$ cat src/rtl/fc_pkg.sv
// Shared fixed-point formats and default sizes for the FC layer, its neurons
// and the vector serializer that follows it.
package fc_pkg;

    localparam int FC_DIM    = 8;
    localparam int ACT_W     = 8;
    localparam int ACT_FRAC  = 7;
    localparam int FEAT_W    = 16;
    localparam int FEAT_FRAC = 7;

    typedef logic signed [ACT_W-1:0]  act8_t;    // [1,7]
    typedef logic signed [FEAT_W-1:0] feat16_t;  // [9,7]

    typedef enum logic {
        IDLE   = 1'b0,
        STREAM = 1'b1
    } ser_state_t;

endpackage

$ cat src/rtl/fc_vec_serializer_if.sv
// Parallel-in / serial-out bundle between the FC layer and the next layer.
interface fc_vec_serializer_if
    import fc_pkg::*;
#(
    parameter int DIM   = FC_DIM,
    parameter int IN_W  = ACT_W,
    parameter int OUT_W = FEAT_W
);

    logic [IN_W-1:0]  in_dat [DIM-1:0];
    logic             in_valid;
    logic [OUT_W-1:0] out_dat;
    logic             out_valid;
    logic             out_last;
    logic             busy;
    logic             ovf_err;

    // master: the producing layer / consumer side; slave: the serializer
    modport master (
        output in_dat, in_valid,
        input  out_dat, out_valid, out_last, busy, ovf_err
    );

    modport slave (
        input  in_dat, in_valid,
        output out_dat, out_valid, out_last, busy, ovf_err
    );

endinterface

$ cat src/rtl/fx_realign.sv
// Lossless fixed-point realignment: sign-extend to OUT_W, then shift left so
// the binary point moves from IN_FRAC to OUT_FRAC.
module fx_realign #(
    parameter int IN_W     = 8,
    parameter int IN_FRAC  = 7,
    parameter int OUT_W    = 16,
    parameter int OUT_FRAC = 7
) (
    input  logic [IN_W-1:0]  in_elem,
    output logic [OUT_W-1:0] out_elem
);

    localparam int SHIFT = OUT_FRAC - IN_FRAC;

    logic signed [OUT_W-1:0] ext;

    always_comb begin
        ext      = OUT_W'($signed(in_elem));
        out_elem = ext << SHIFT;
    end

endmodule

$ cat src/rtl/fc_vec_serializer.sv
// Streams a DIM-wide layer output vector one realigned element per cycle,
// with one pending vector slot so back-to-back vectors leave no bubble.
module fc_vec_serializer
    import fc_pkg::*;
#(
    parameter int DIM      = FC_DIM,
    parameter int IN_W     = ACT_W,
    parameter int IN_FRAC  = ACT_FRAC,
    parameter int OUT_W    = FEAT_W,
    parameter int OUT_FRAC = FEAT_FRAC
) (
    input  logic                clk,
    input  logic                rst_n,
    fc_vec_serializer_if.slave  bus
);

    localparam int              IDX_W = (DIM > 1) ? $clog2(DIM) : 1;
    localparam logic [IDX_W-1:0] LAST = IDX_W'(DIM - 1);

    ser_state_t       state, next_state;
    logic [IN_W-1:0]  act_buf  [DIM-1:0];
    logic [IN_W-1:0]  pend_buf [DIM-1:0];
    logic             pend_vld, pend_vld_d;
    logic [IDX_W-1:0] idx, idx_d;

    logic             at_last;
    logic             act_from_in, act_from_pend, pend_from_in;
    logic [IN_W-1:0]  sel_elem;
    logic [OUT_W-1:0] sel_conv;
    logic             valid_d, last_d, busy_d, ovf_d;

    logic [OUT_W-1:0] out_dat_q;
    logic             out_valid_q, out_last_q, busy_q, ovf_q;

    assign at_last = (state == STREAM) && (idx == LAST);

    // NOTE: sequential state uses non-blocking (<=) so every register samples
    // pre-edge values; blocking here would create order-dependent races.
    always_ff @(posedge clk or negedge rst_n) begin
        if (!rst_n) state <= IDLE;
        else        state <= next_state;
    end

    always_comb begin
        next_state = state;
        case (state)
            IDLE:    if (bus.in_valid) next_state = STREAM;
            STREAM:  if (at_last && !pend_vld && !bus.in_valid) next_state = IDLE;
            default: next_state = IDLE;
        endcase
    end

    // idx tracks the element shown on out_dat; everything here is the value
    // the output registers take at the next edge.
    // NOTE: every signal gets a default first so no path leaves one unassigned,
    // which would otherwise infer a latch.
    always_comb begin
        idx_d         = idx;
        pend_vld_d    = pend_vld;
        act_from_in   = 1'b0;
        act_from_pend = 1'b0;
        pend_from_in  = 1'b0;
        sel_elem      = '0;
        valid_d       = 1'b0;
        ovf_d         = 1'b0;
        case (state)
            IDLE: begin
                if (bus.in_valid) begin
                    act_from_in = 1'b1;
                    idx_d       = '0;
                    sel_elem    = bus.in_dat[0];
                    valid_d     = 1'b1;
                end
            end
            STREAM: begin
                if (at_last) begin
                    idx_d = '0;
                    if (pend_vld) begin
                        act_from_pend = 1'b1;
                        sel_elem      = pend_buf[0];
                        valid_d       = 1'b1;
                        pend_from_in  = bus.in_valid;
                        pend_vld_d    = bus.in_valid;
                    end else if (bus.in_valid) begin
                        act_from_in = 1'b1;
                        sel_elem    = bus.in_dat[0];
                        valid_d     = 1'b1;
                    end
                end else begin
                    idx_d    = idx + 1'b1;
                    sel_elem = act_buf[idx_d];
                    valid_d  = 1'b1;
                    if (bus.in_valid) begin
                        if (pend_vld) begin
                            ovf_d = 1'b1;
                        end else begin
                            pend_from_in = 1'b1;
                            pend_vld_d   = 1'b1;
                        end
                    end
                end
            end
            default: ;
        endcase
    end

    assign last_d = valid_d && (idx_d == LAST);
    assign busy_d = (next_state == STREAM) || pend_vld_d;

    fx_realign #(
        .IN_W     (IN_W),
        .IN_FRAC  (IN_FRAC),
        .OUT_W    (OUT_W),
        .OUT_FRAC (OUT_FRAC)
    ) u_realign (
        .in_elem  (sel_elem),
        .out_elem (sel_conv)
    );

    always_ff @(posedge clk or negedge rst_n) begin
        if (!rst_n) begin
            idx         <= '0;
            pend_vld    <= 1'b0;
            out_dat_q   <= '0;
            out_valid_q <= 1'b0;
            out_last_q  <= 1'b0;
            busy_q      <= 1'b0;
            ovf_q       <= 1'b0;
        end else begin
            idx         <= idx_d;
            pend_vld    <= pend_vld_d;
            out_dat_q   <= valid_d ? sel_conv : '0;
            out_valid_q <= valid_d;
            out_last_q  <= last_d;
            busy_q      <= busy_d;
            ovf_q       <= ovf_d;
        end
    end

    // NOTE: vector buffers carry no reset; pend_vld and state qualify them, so
    // stale contents are never observed and the arrays stay plain storage.
    always_ff @(posedge clk) begin
        if (act_from_in)        act_buf <= bus.in_dat;
        else if (act_from_pend) act_buf <= pend_buf;
        if (pend_from_in)       pend_buf <= bus.in_dat;
    end

    assign bus.out_dat   = out_dat_q;
    assign bus.out_valid = out_valid_q;
    assign bus.out_last  = out_last_q;
    assign bus.busy      = busy_q;
    assign bus.ovf_err   = ovf_q;

endmodule
$ cat src/flat_wrapper.sv
// flat-port wrapper written by rule: the top's interface ports become plain ports
module fc_vec_serializer_flat import fc_pkg::*;
#(
    parameter int DIM      = FC_DIM,
    parameter int IN_W     = ACT_W,
    parameter int IN_FRAC  = ACT_FRAC,
    parameter int OUT_W    = FEAT_W,
    parameter int OUT_FRAC = FEAT_FRAC
)
  (clk, rst_n, bus_in_dat, bus_in_valid, bus_out_dat, bus_out_valid, bus_out_last, bus_busy, bus_ovf_err);
  fc_vec_serializer_if #(.DIM(DIM), .IN_W(IN_W), .OUT_W(OUT_W)) bus_i ();
  input  logic clk;
  input  logic rst_n;
  input wire logic [$bits(bus_i.in_dat)-1:0] bus_in_dat;
  input wire logic [$bits(bus_i.in_valid)-1:0] bus_in_valid;
  output wire logic [$bits(bus_i.out_dat)-1:0] bus_out_dat;
  output wire logic [$bits(bus_i.out_valid)-1:0] bus_out_valid;
  output wire logic [$bits(bus_i.out_last)-1:0] bus_out_last;
  output wire logic [$bits(bus_i.busy)-1:0] bus_busy;
  output wire logic [$bits(bus_i.ovf_err)-1:0] bus_ovf_err;
  assign bus_i.in_dat = {>>{bus_in_dat}};
  assign bus_i.in_valid = bus_in_valid;
  assign bus_out_dat = bus_i.out_dat;
  assign bus_out_valid = bus_i.out_valid;
  assign bus_out_last = bus_i.out_last;
  assign bus_busy = bus_i.busy;
  assign bus_ovf_err = bus_i.ovf_err;
  fc_vec_serializer #(.DIM(DIM), .IN_W(IN_W), .IN_FRAC(IN_FRAC), .OUT_W(OUT_W), .OUT_FRAC(OUT_FRAC)) u_core (.clk(clk), .rst_n(rst_n), .bus(bus_i));
endmodule
$ cat config.mk
export PLATFORM = sky130hd
export DESIGN_NAME = fc_vec_serializer_flat
export DESIGN_NICKNAME = d
export VERILOG_FILES = /design/src/rtl/fc_pkg.sv /design/src/rtl/fc_vec_serializer_if.sv /design/src/rtl/fx_realign.sv /design/src/rtl/fc_vec_serializer.sv /design/src/flat_wrapper.sv
export SDC_FILE = /design/constraint.sdc
export NUM_CORES = 1
export LEC_CHECK = 0
export BUFFER_PORTS_ARGS = -buffer_cell sky130_fd_sc_hd__buf_2
export CAP_MARGIN = 5
export CORE_ASPECT_RATIO = 1.25
export CORE_UTILIZATION = 52
export CTS_CLUSTER_DIAMETER = 50
export DETAILED_ROUTE_END_ITERATION = 8
export GPL_ROUTABILITY_DRIVEN = 0
export PLACE_DENSITY = 0.74
export SLEW_MARGIN = 20
export SYNTH_ARGS = -nofsm -noshare
export SYNTH_HDL_FRONTEND = slang
export SYNTH_SLANG_ARGS = --single-unit
export TNS_END_PERCENT = 20
$ cat constraint.sdc
create_clock -name clk -period 4.1 [get_ports clk]
set_input_delay 0.615 -clock clk [delete_from_list [all_inputs] [get_ports clk]]
set_output_delay 0.615 -clock clk [all_outputs]
set_load 0.02 [all_outputs]
==> results of run 1 <==
[routing by layer]
layer | track usage | up-vias | wire length [um]
met3 | 0.04994 | 28 | 508
met4 | 0.1151 | 0 | 391
met1 | 0.2437 | 1542 | 4590
met5 | 0 | - | 0
met2 | 0.3014 | 128 | 5575
li1 | - | 1486 | -
[worst min path at each step]
stage | endpoint | start
floorplan | u_core.bus.busy | rst_n
global placement | u_core.idx[2] | u_core.idx[2]
detailed placement | u_core.idx[2] | u_core.idx[2]
CTS | u_core.bus.out_dat[1] | rst_n
global route | u_core.bus.out_dat[4] | rst_n
finish | u_core.bus.out_dat[1] | rst_n
[registers in the layout (all words and copies together) (netlist names)]
signal                cells
u_core.act_buf           64
u_core.bus.busy           1
u_core.bus.out_dat        8
u_core.bus.out_last       1
u_core.bus.out_valid      1
u_core.bus.ovf_err        1
u_core.idx                3
u_core.pend_buf          64
u_core.pend_vld           1
u_core.state              1
[cell usage after synthesis, types with 2 or more instances]
| cell | instances | area (um^2) |
|---|---|---|
| a211oi_2 | 8 | 100.1 |
| dfrtp_1 | 17 | 425.4 |
| mux2_2 | 14 | 157.7 |
| a21oi_1 | 2 | 10.01 |
| mux2_4 | 61 | 915.9 |
| nor4_1 | 8 | 50.05 |
| nor2_1 | 4 | 15.01 |
| buf_2 | 6 | 30.03 |
| buf_6 | 10 | 112.6 |
| clkbuf_1 | 2 | 7.510 |
| edfxtp_1 | 128 | 3844 |
| buf_4 | 9 | 67.56 |
| and3_1 | 3 | 18.77 |
| a221o_1 | 8 | 80.08 |
| a211oi_1 | 8 | 60.06 |
| ha_1 | 2 | 25.02 |
| mux2_1 | 5 | 56.30 |
| o22ai_1 | 8 | 50.05 |
| nand2b_1 | 4 | 25.02 |
| nor2b_1 | 17 | 106.4 |
| nand2_2 | 2 | 12.51 |
| nand2_1 | 2 | 7.510 |
[through the flow]
| stage | instances | total power [W] | worst slack, ns | hold slack, ns | instance area, um^2 |
|---|---|---|---|---|---|
| final | 594 | 0.005260 | 1.495 | 0.1067 | 7295 |
| after global routing | 594 | 0.005487 | 1.380 | 0.1372 | 7295 |
| after CTS | 594 | 0.005301 | 1.469 | 0.1078 | 7286 |
| after detailed placement | 562 | 0.003777 | 1.481 | 0.4981 | 6710 |
| after global placement | 562 | 0.003721 | 1.617 | 0.4877 | 6710 |
| after floorplan | 340 | 0.003469 | 0.07701 | 0.3194 | 6269 |
[power groups by stage]
stage,combinational [W],sequential [W],clock [W]
after floorplan,0.00121,0.00226,0
after global placement,0.00151,0.00221,0
after detailed placement,0.00155,0.00223,0
after CTS,0.00157,0.00221,0.00153
after global routing,0.00166,0.00224,0.00158
final,0.00156,0.00220,0.00150
[cells by family after synthesis]
logic type | after synthesis | share of synthesized area
XOR/XNOR | 1 | 0.001397
AND/OR/NAND/NOR | 45 | 0.04311
buffers and inverters | 29 | 0.03593
flip-flops | 145 | 0.6810
AO/OA/AOI/OAI | 38 | 0.05429
multiplexers | 80 | 0.1802
adder cells (fa/ha/maj) | 2 | 0.003991
[cells in the final DEF, fill, tap and decap left out, types with 2 or more instances in the layout]
cell	count
nor2b_1	17
edfxtp_1	128
clkinv_2	5
a21oi_1	2
mux2_2	14
dfrtp_1	17
a211oi_2	8
a211oi_1	8
nand2_1	2
a221o_1	8
nor4_1	8
ha_1	2
mux2_4	61
nor2_1	3
clkbuf_16	17
o22ai_1	8
nand2b_1	4
mux2_1	5
buf_2	86
buf_4	3
nand2_2	2
clkinv_1	4
and3_1	2
bufinv_16	3
[worst register-to-register path, stage by stage (launching register included)]
cell     delay (ns)
dfrtp_1        0.39
ha_1           0.21
ha_1           0.25
xnor2_1        0.14
and3_2         0.68
buf_4          0.54
[cell type report]
type,instances,share of cell area
sequential,145,0.5852
multi-input combinational,166,0.2456
timing repair buffer,89,0.06209
clock buffer,18,0.05883
tap,161,0.02762
clock inverter,14,0.02007
inverter,1,0.0005146
==> impl_metrics.tcl, run 1 <==
set metrics [dict create \
    multi_input_area_mm2 0.001792 \
    netlist_instances 340 \
    combPwrFrac 0.296 \
    cpPeakStageDelay_ns 0.68 \
    h-tree-depth 4 \
    post-route-period-util 0.6353 \
    cts_buffers 17 \
    slew_viol_final 0 \
    drt-initial-drc-count 209 \
    end_kind "register" \
    crit_path_start_kind "register" \
    io_buffers 86 \
    grt_pass1_wl_um 17550 \
    fmax_mhz 383.9 \
    grt_pass1_vias 3252 \
    vias_per_cell 5.360 \
    core_mm2 0.01167 \
    pwr_density_cell_mw_per_mm2 721.1 \
    vias 3184 \
    cp_common_cell "ha_1" \
    leakage_nw 2.840 \
    rrSetupSlack_ns 1.50 \
    post_cts_buffers 0 \
    floorplan.initialDensity 0.5371 \
    regArea_mm2 0.004269 \
    layout-drive-gt1-share 0.4758 \
    root_buffer "clkbuf_16" \
    clk-insertion-delay-late_ns 0.41 \
    dp_hpwl_um 7239 \
    yosysSeqAreaShare 0.6810 \
    finalSetupTns_ns 0 \
    vdd_drop_max_v 0.0004525 \
    critPathMaxFanout 35 \
    final_hold_viol_count 0 \
    cts_resized 0 \
    synth_edf_count 128 \
    async_flop_share 0.1172 \
    cts.hold.buffers_added 0 \
    worstPathArrival_ns 2.66 \
    track_usage 0.1941 \
    synthDistinctLibCells 34 \
    path_class "reg2reg" \
    p_clk_frac 0.285 \
    ys_ff_latch 145 \
    die-area_mm2 0.01250 \
    fillers 874 \
    cts_sinks 145 \
    antenna_found_initial 0 \
    grt_overflow 0 \
    synth_warnings 0 \
    rsz0062_at_grt "false" \
    path_cells "ha_1, ha_1, xnor2_1, and3_2, buf_4" \
    min_period_ns 2.605 \
    die_h_um 124.8 \
    ys.flop_type "edfxtp_1" \
    r2r_end "u_core.pend_buf[38]" \
    fin_nets 489 \
    power_switching_w 0.001558 \
    synth_nets 409 \
    cp.depth 5 \
    skew_ns 0.005498 \
    drv_cap 0 \
    sequentialPowerShare 0.419 \
    p_int_w 0.003702 \
    avgSynthCellArea_um2 18.44 \
    row_count 44 \
    worst_slew_pin_slew_ns 1.044 \
    slew_headroom 0.3041 \
    reg2reg_depth 5 \
    post-route-drc-count 0 \
    drt_wl_total_um 11070 \
    cp.buffers_inverters 1 \
    cp_slowest_cell "and3_2" \
    cts_buffer_depth 2 \
    fp.dieW_um 100.2 \
    switching_share 0.2962 \
    startpoint "u_core.idx[0]" \
    crit_end "u_core.pend_buf[38]" \
    area_delta_synth_final_pct 16.37 \
    status "complete, no violations" \
    netlist_area_mm2 0.006269 \
    pin_count 87 \
    crit_required_ns 4.16 \
    min_path_type "in2async" \
    wire_per_inst_um 18.63 \
    grt_max_degree 65 \
    n_antenna_cell 0 \
    post-route-util 0.6250 \
    postRouteAntennaNets 0 \
    reg2reg_from "u_core.idx[0]" \
    drt_first_pass_iters 4 \
    setup_viol 0 \
    cts_tree "done" \
    cp_top_family "simple AND/OR/NAND/NOR gates" \
    cts.clk_slew.worst_paths_ns 0.06 \
]
Power figures use the tool's default switching activity.
==> run 2: changes to the inputs <==
--- a/config.mk
+++ b/config.mk
@@ -5,6 +5,7 @@
 export SDC_FILE = /design/constraint.sdc
 export NUM_CORES = 1
 export LEC_CHECK = 0
+export ABC_AREA = 1
 export BUFFER_PORTS_ARGS = -buffer_cell sky130_fd_sc_hd__buf_2
 export CAP_MARGIN = 5
 export CORE_ASPECT_RATIO = 1.25
==> constraint.sdc (replaced) <==
create_clock -name clk -period 2.12 [get_ports clk]
set_input_delay 0.318 -clock clk [delete_from_list [all_inputs] [get_ports clk]]
set_output_delay 0.318 -clock clk [all_outputs]
set_load 0.02 [all_outputs]
==> run 2 against run 1 <==
  * Hold slack got worse by 0.0072 ns
  * Global-route usage rose by 2.0 points
  * Clock power rose by 77%
  * Critical path depth did not move
  * Routed wire length rose by 11%
  * Worst setup slack got worse by 1.2 ns
  * Area after synthesis rose by 1.1%
  * Register-to-register slack got worse by 1.2 ns
  * Cell area rose by 2.2%
  * Power rose by 85%
  * Critical endpoint is now u_core.bus.out_last
  * Largest cell class unchanged
==> impl_metrics.tcl, run 2 <==
set metrics [dict create \
    status "complete, no violations" \
    wire_per_inst_um 13.91 \
    dp_hpwl_um 8395 \
    min_period_ns 1.857 \
    vdd_drop_max_v 0.0006349 \
    clk-insertion-delay-late_ns 0.41 \
    antenna_found_initial 0 \
    sequentialPowerShare 0.415 \
    io_buffers 86 \
    post-route-period-util 0.8761 \
    area_delta_synth_final_pct 17.64 \
    ys.flop_type "edfxtp_1" \
    fillers 934 \
    slew_headroom 0.7104 \
    power_w 0.009728 \
    switching_share 0.3393 \
    vias 4410 \
    synth_top_area_cell "edfxtp_1" \
    grt_pass1_wl_um 20350 \
    placed_cell_area_mm2 0.006924 \
    synth_top_area_frac 0.6063 \
    min_path_type "in2reg" \
    setup_slack_ns 0.2627 \
    post-place-ws_ns 0.3067 \
    row_count 44 \
    post-route-drc-count 0 \
    final_hold_viol_count 0 \
    rsz0062_at_grt "false" \
    fin_cells 883 \
    layout-drive-gt1-share 0.1884 \
    die-area_mm2 0.01264 \
    worstPathArrival_ns 2.19 \
    yosysMostFrequentCell "nand2_1" \
    cts.clk_slew.worst_paths_ns 0.06 \
    synth_warnings 0 \
    cpPeakStageDelay_ns 0.41 \
    synth_nets 698 \
    path_class "reg2reg" \
    pwr_density_cell_mw_per_mm2 1304 \
    fin_nets 779 \
    worst_slew_pin_slew_ns 0.4317 \
    combPwrFrac 0.312 \
    die_h_um 125.5 \
    path_cells "ha_2, clkinv_1, o21ai_0, nand3_1, nor2_1" \
    async_flop_share 0.1172 \
    cts_buffer_depth 2 \
    fmax_mhz 538.4 \
    cts_sinks 145 \
    dp_cells 851 \
    critPathMaxFanout 17 \
    synthDistinctLibCells 24 \
    design_area_mm2 0.007458 \
    cts_tree "done" \
    skew_ns 0.01002 \
    setup_viol 0 \
    synth_edf_count 128 \
    synthTopCellsByArea "edfxtp_1, nand2_1, dfrtp_1, nand3_1, inv_1" \
    yosys-top-cells-count "nand2_1, edfxtp_1, inv_1" \
    drt_first_pass_iters 5 \
    grt_max_degree 65 \
    pin_count 87 \
    cp_slowest_cell "o21ai_0" \
    cts_buffers 17 \
    drt_wl_total_um 12280 \
    avgSynthCellArea_um2 10.08 \
    grt_pass1_vias 4323 \
    crit_required_ns 2.45 \
    grt_overflow 0 \
    end_kind "register" \
    floorplan.initialDensity 0.5407 \
    postRouteAntennaNets 0 \
    p_clk_frac 0.273 \
    netlist_area_mm2 0.006340 \
    slew_viol_final 0 \
    root_buffer "clkbuf_16" \
    leakage_nw 3.284 \
    power_switching_w 0.003301 \
    h-tree-depth 4 \
    final_common_cell "nand2_1" \
    core_mm2 0.01173 \
    netlist_instances 629 \
    track_usage 0.2136 \
    most-common-layout-cells "nand2_1, edfxtp_1, buf_2" \
    yosysSeqAreaShare 0.6734 \
    drt-initial-drc-count 305 \
    ys_ff_latch 145 \
    vias_per_cell 4.994 \
    p_int_w 0.006427 \
    crit_path_start_kind "register" \
    drv_cap 0 \
    fp.dieW_um 100.8 \
    n_antenna_cell 0 \
]
run 2: critical path: cells and delay by family, from the launching register on:
family | cells | cell delay (ns)
DFF | 1 | 0.39
AOI/OAI and AO/OA | 1 | 0.41
and+or+nand+nor | 2 | 0.29
adders and majority gates | 1 | 0.33
buffers and inverters | 1 | 0.35
run 2: what timing repair did:
action / CTS / global route
resized for setup: 0 / 0
hold buffers: 1 / 0
endpoints found under the hold margin: 17 / 0
buffers inserted: 0 / 0
run 2: cell families after synthesis:
kind of cell | share of synthesized area
simple gates | 0.2147
flops | 0.6734
buf+inv | 0.07480
compound gates | 0.03316
fa+ha+maj | 0.003946
run 2: power by group through the flow:
stage / combinational (W) / sequential (W) / clock (W)
floorplan: 0.00207 / 0.00418 / 0
global placement: 0.00295 / 0.00407 / 0
detailed placement: 0.00301 / 0.00409 / 0
CTS: 0.00302 / 0.00404 / 0.00269
global route: 0.00337 / 0.00408 / 0.00281
finish: 0.00303 / 0.00404 / 0.00266
run 2: layout make-up:
type,instances,area [um^2],area share
flip-flops and latches,145,4269,0.5724
inverters,66,247.7,0.03322
multi-input cells,382,1643,0.2203
clock buffers,17,425.4,0.05704
well taps,161,201.4,0.02701
clock inverters,14,98.84,0.01325
repair buffers,98,573.1,0.07683
run 2: path summary, 6_finish.rpt:
| path | startpoint | to | slack [ns] | depth (start not counted) |
|---|---|---|---|---|
| max | u_core.idx[1] | u_core.bus.out_last | 0.26 | 5 |
| min | bus_in_dat[28] | u_core.pend_buf[28] | 0.1 | 1 |
| max reg2reg | u_core.idx[1] | u_core.bus.out_last | 0.26 | 5 |
| min reg2reg | u_core.pend_buf[27] | u_core.act_buf[27] | 0.51 | 2 |
| max in group asynchronous | rst_n | u_core.bus.out_dat[14] | 1.48 | 2 |
| min in group asynchronous | rst_n | u_core.bus.out_dat[6] | 0.36 | 2 |
run 2: metrics by stage:
| step | TNS (ns) | hold slack [ns] | util |
|---|---|---|---|
| global placement | 0 | 0.2463 | 0.5905 |
| floorplan | -38.91 | 0.02241 | - |
| CTS | 0 | 0.08280 | 0.6360 |
| detailed placement | 0 | 0.2564 | 0.5905 |
| global route | 0 | 0.08088 | 0.6360 |
| finish | 0 | 0.09957 | 0.6360 |
run 2: routing by layer:
layer  GRT usage  vias up  wire (um)
met5           0        -          0
met4     0.09292        0        285
met3     0.05869       21        731
met2      0.3574      164       6154
met1      0.2575     2035       5111
li1            -     2190          -
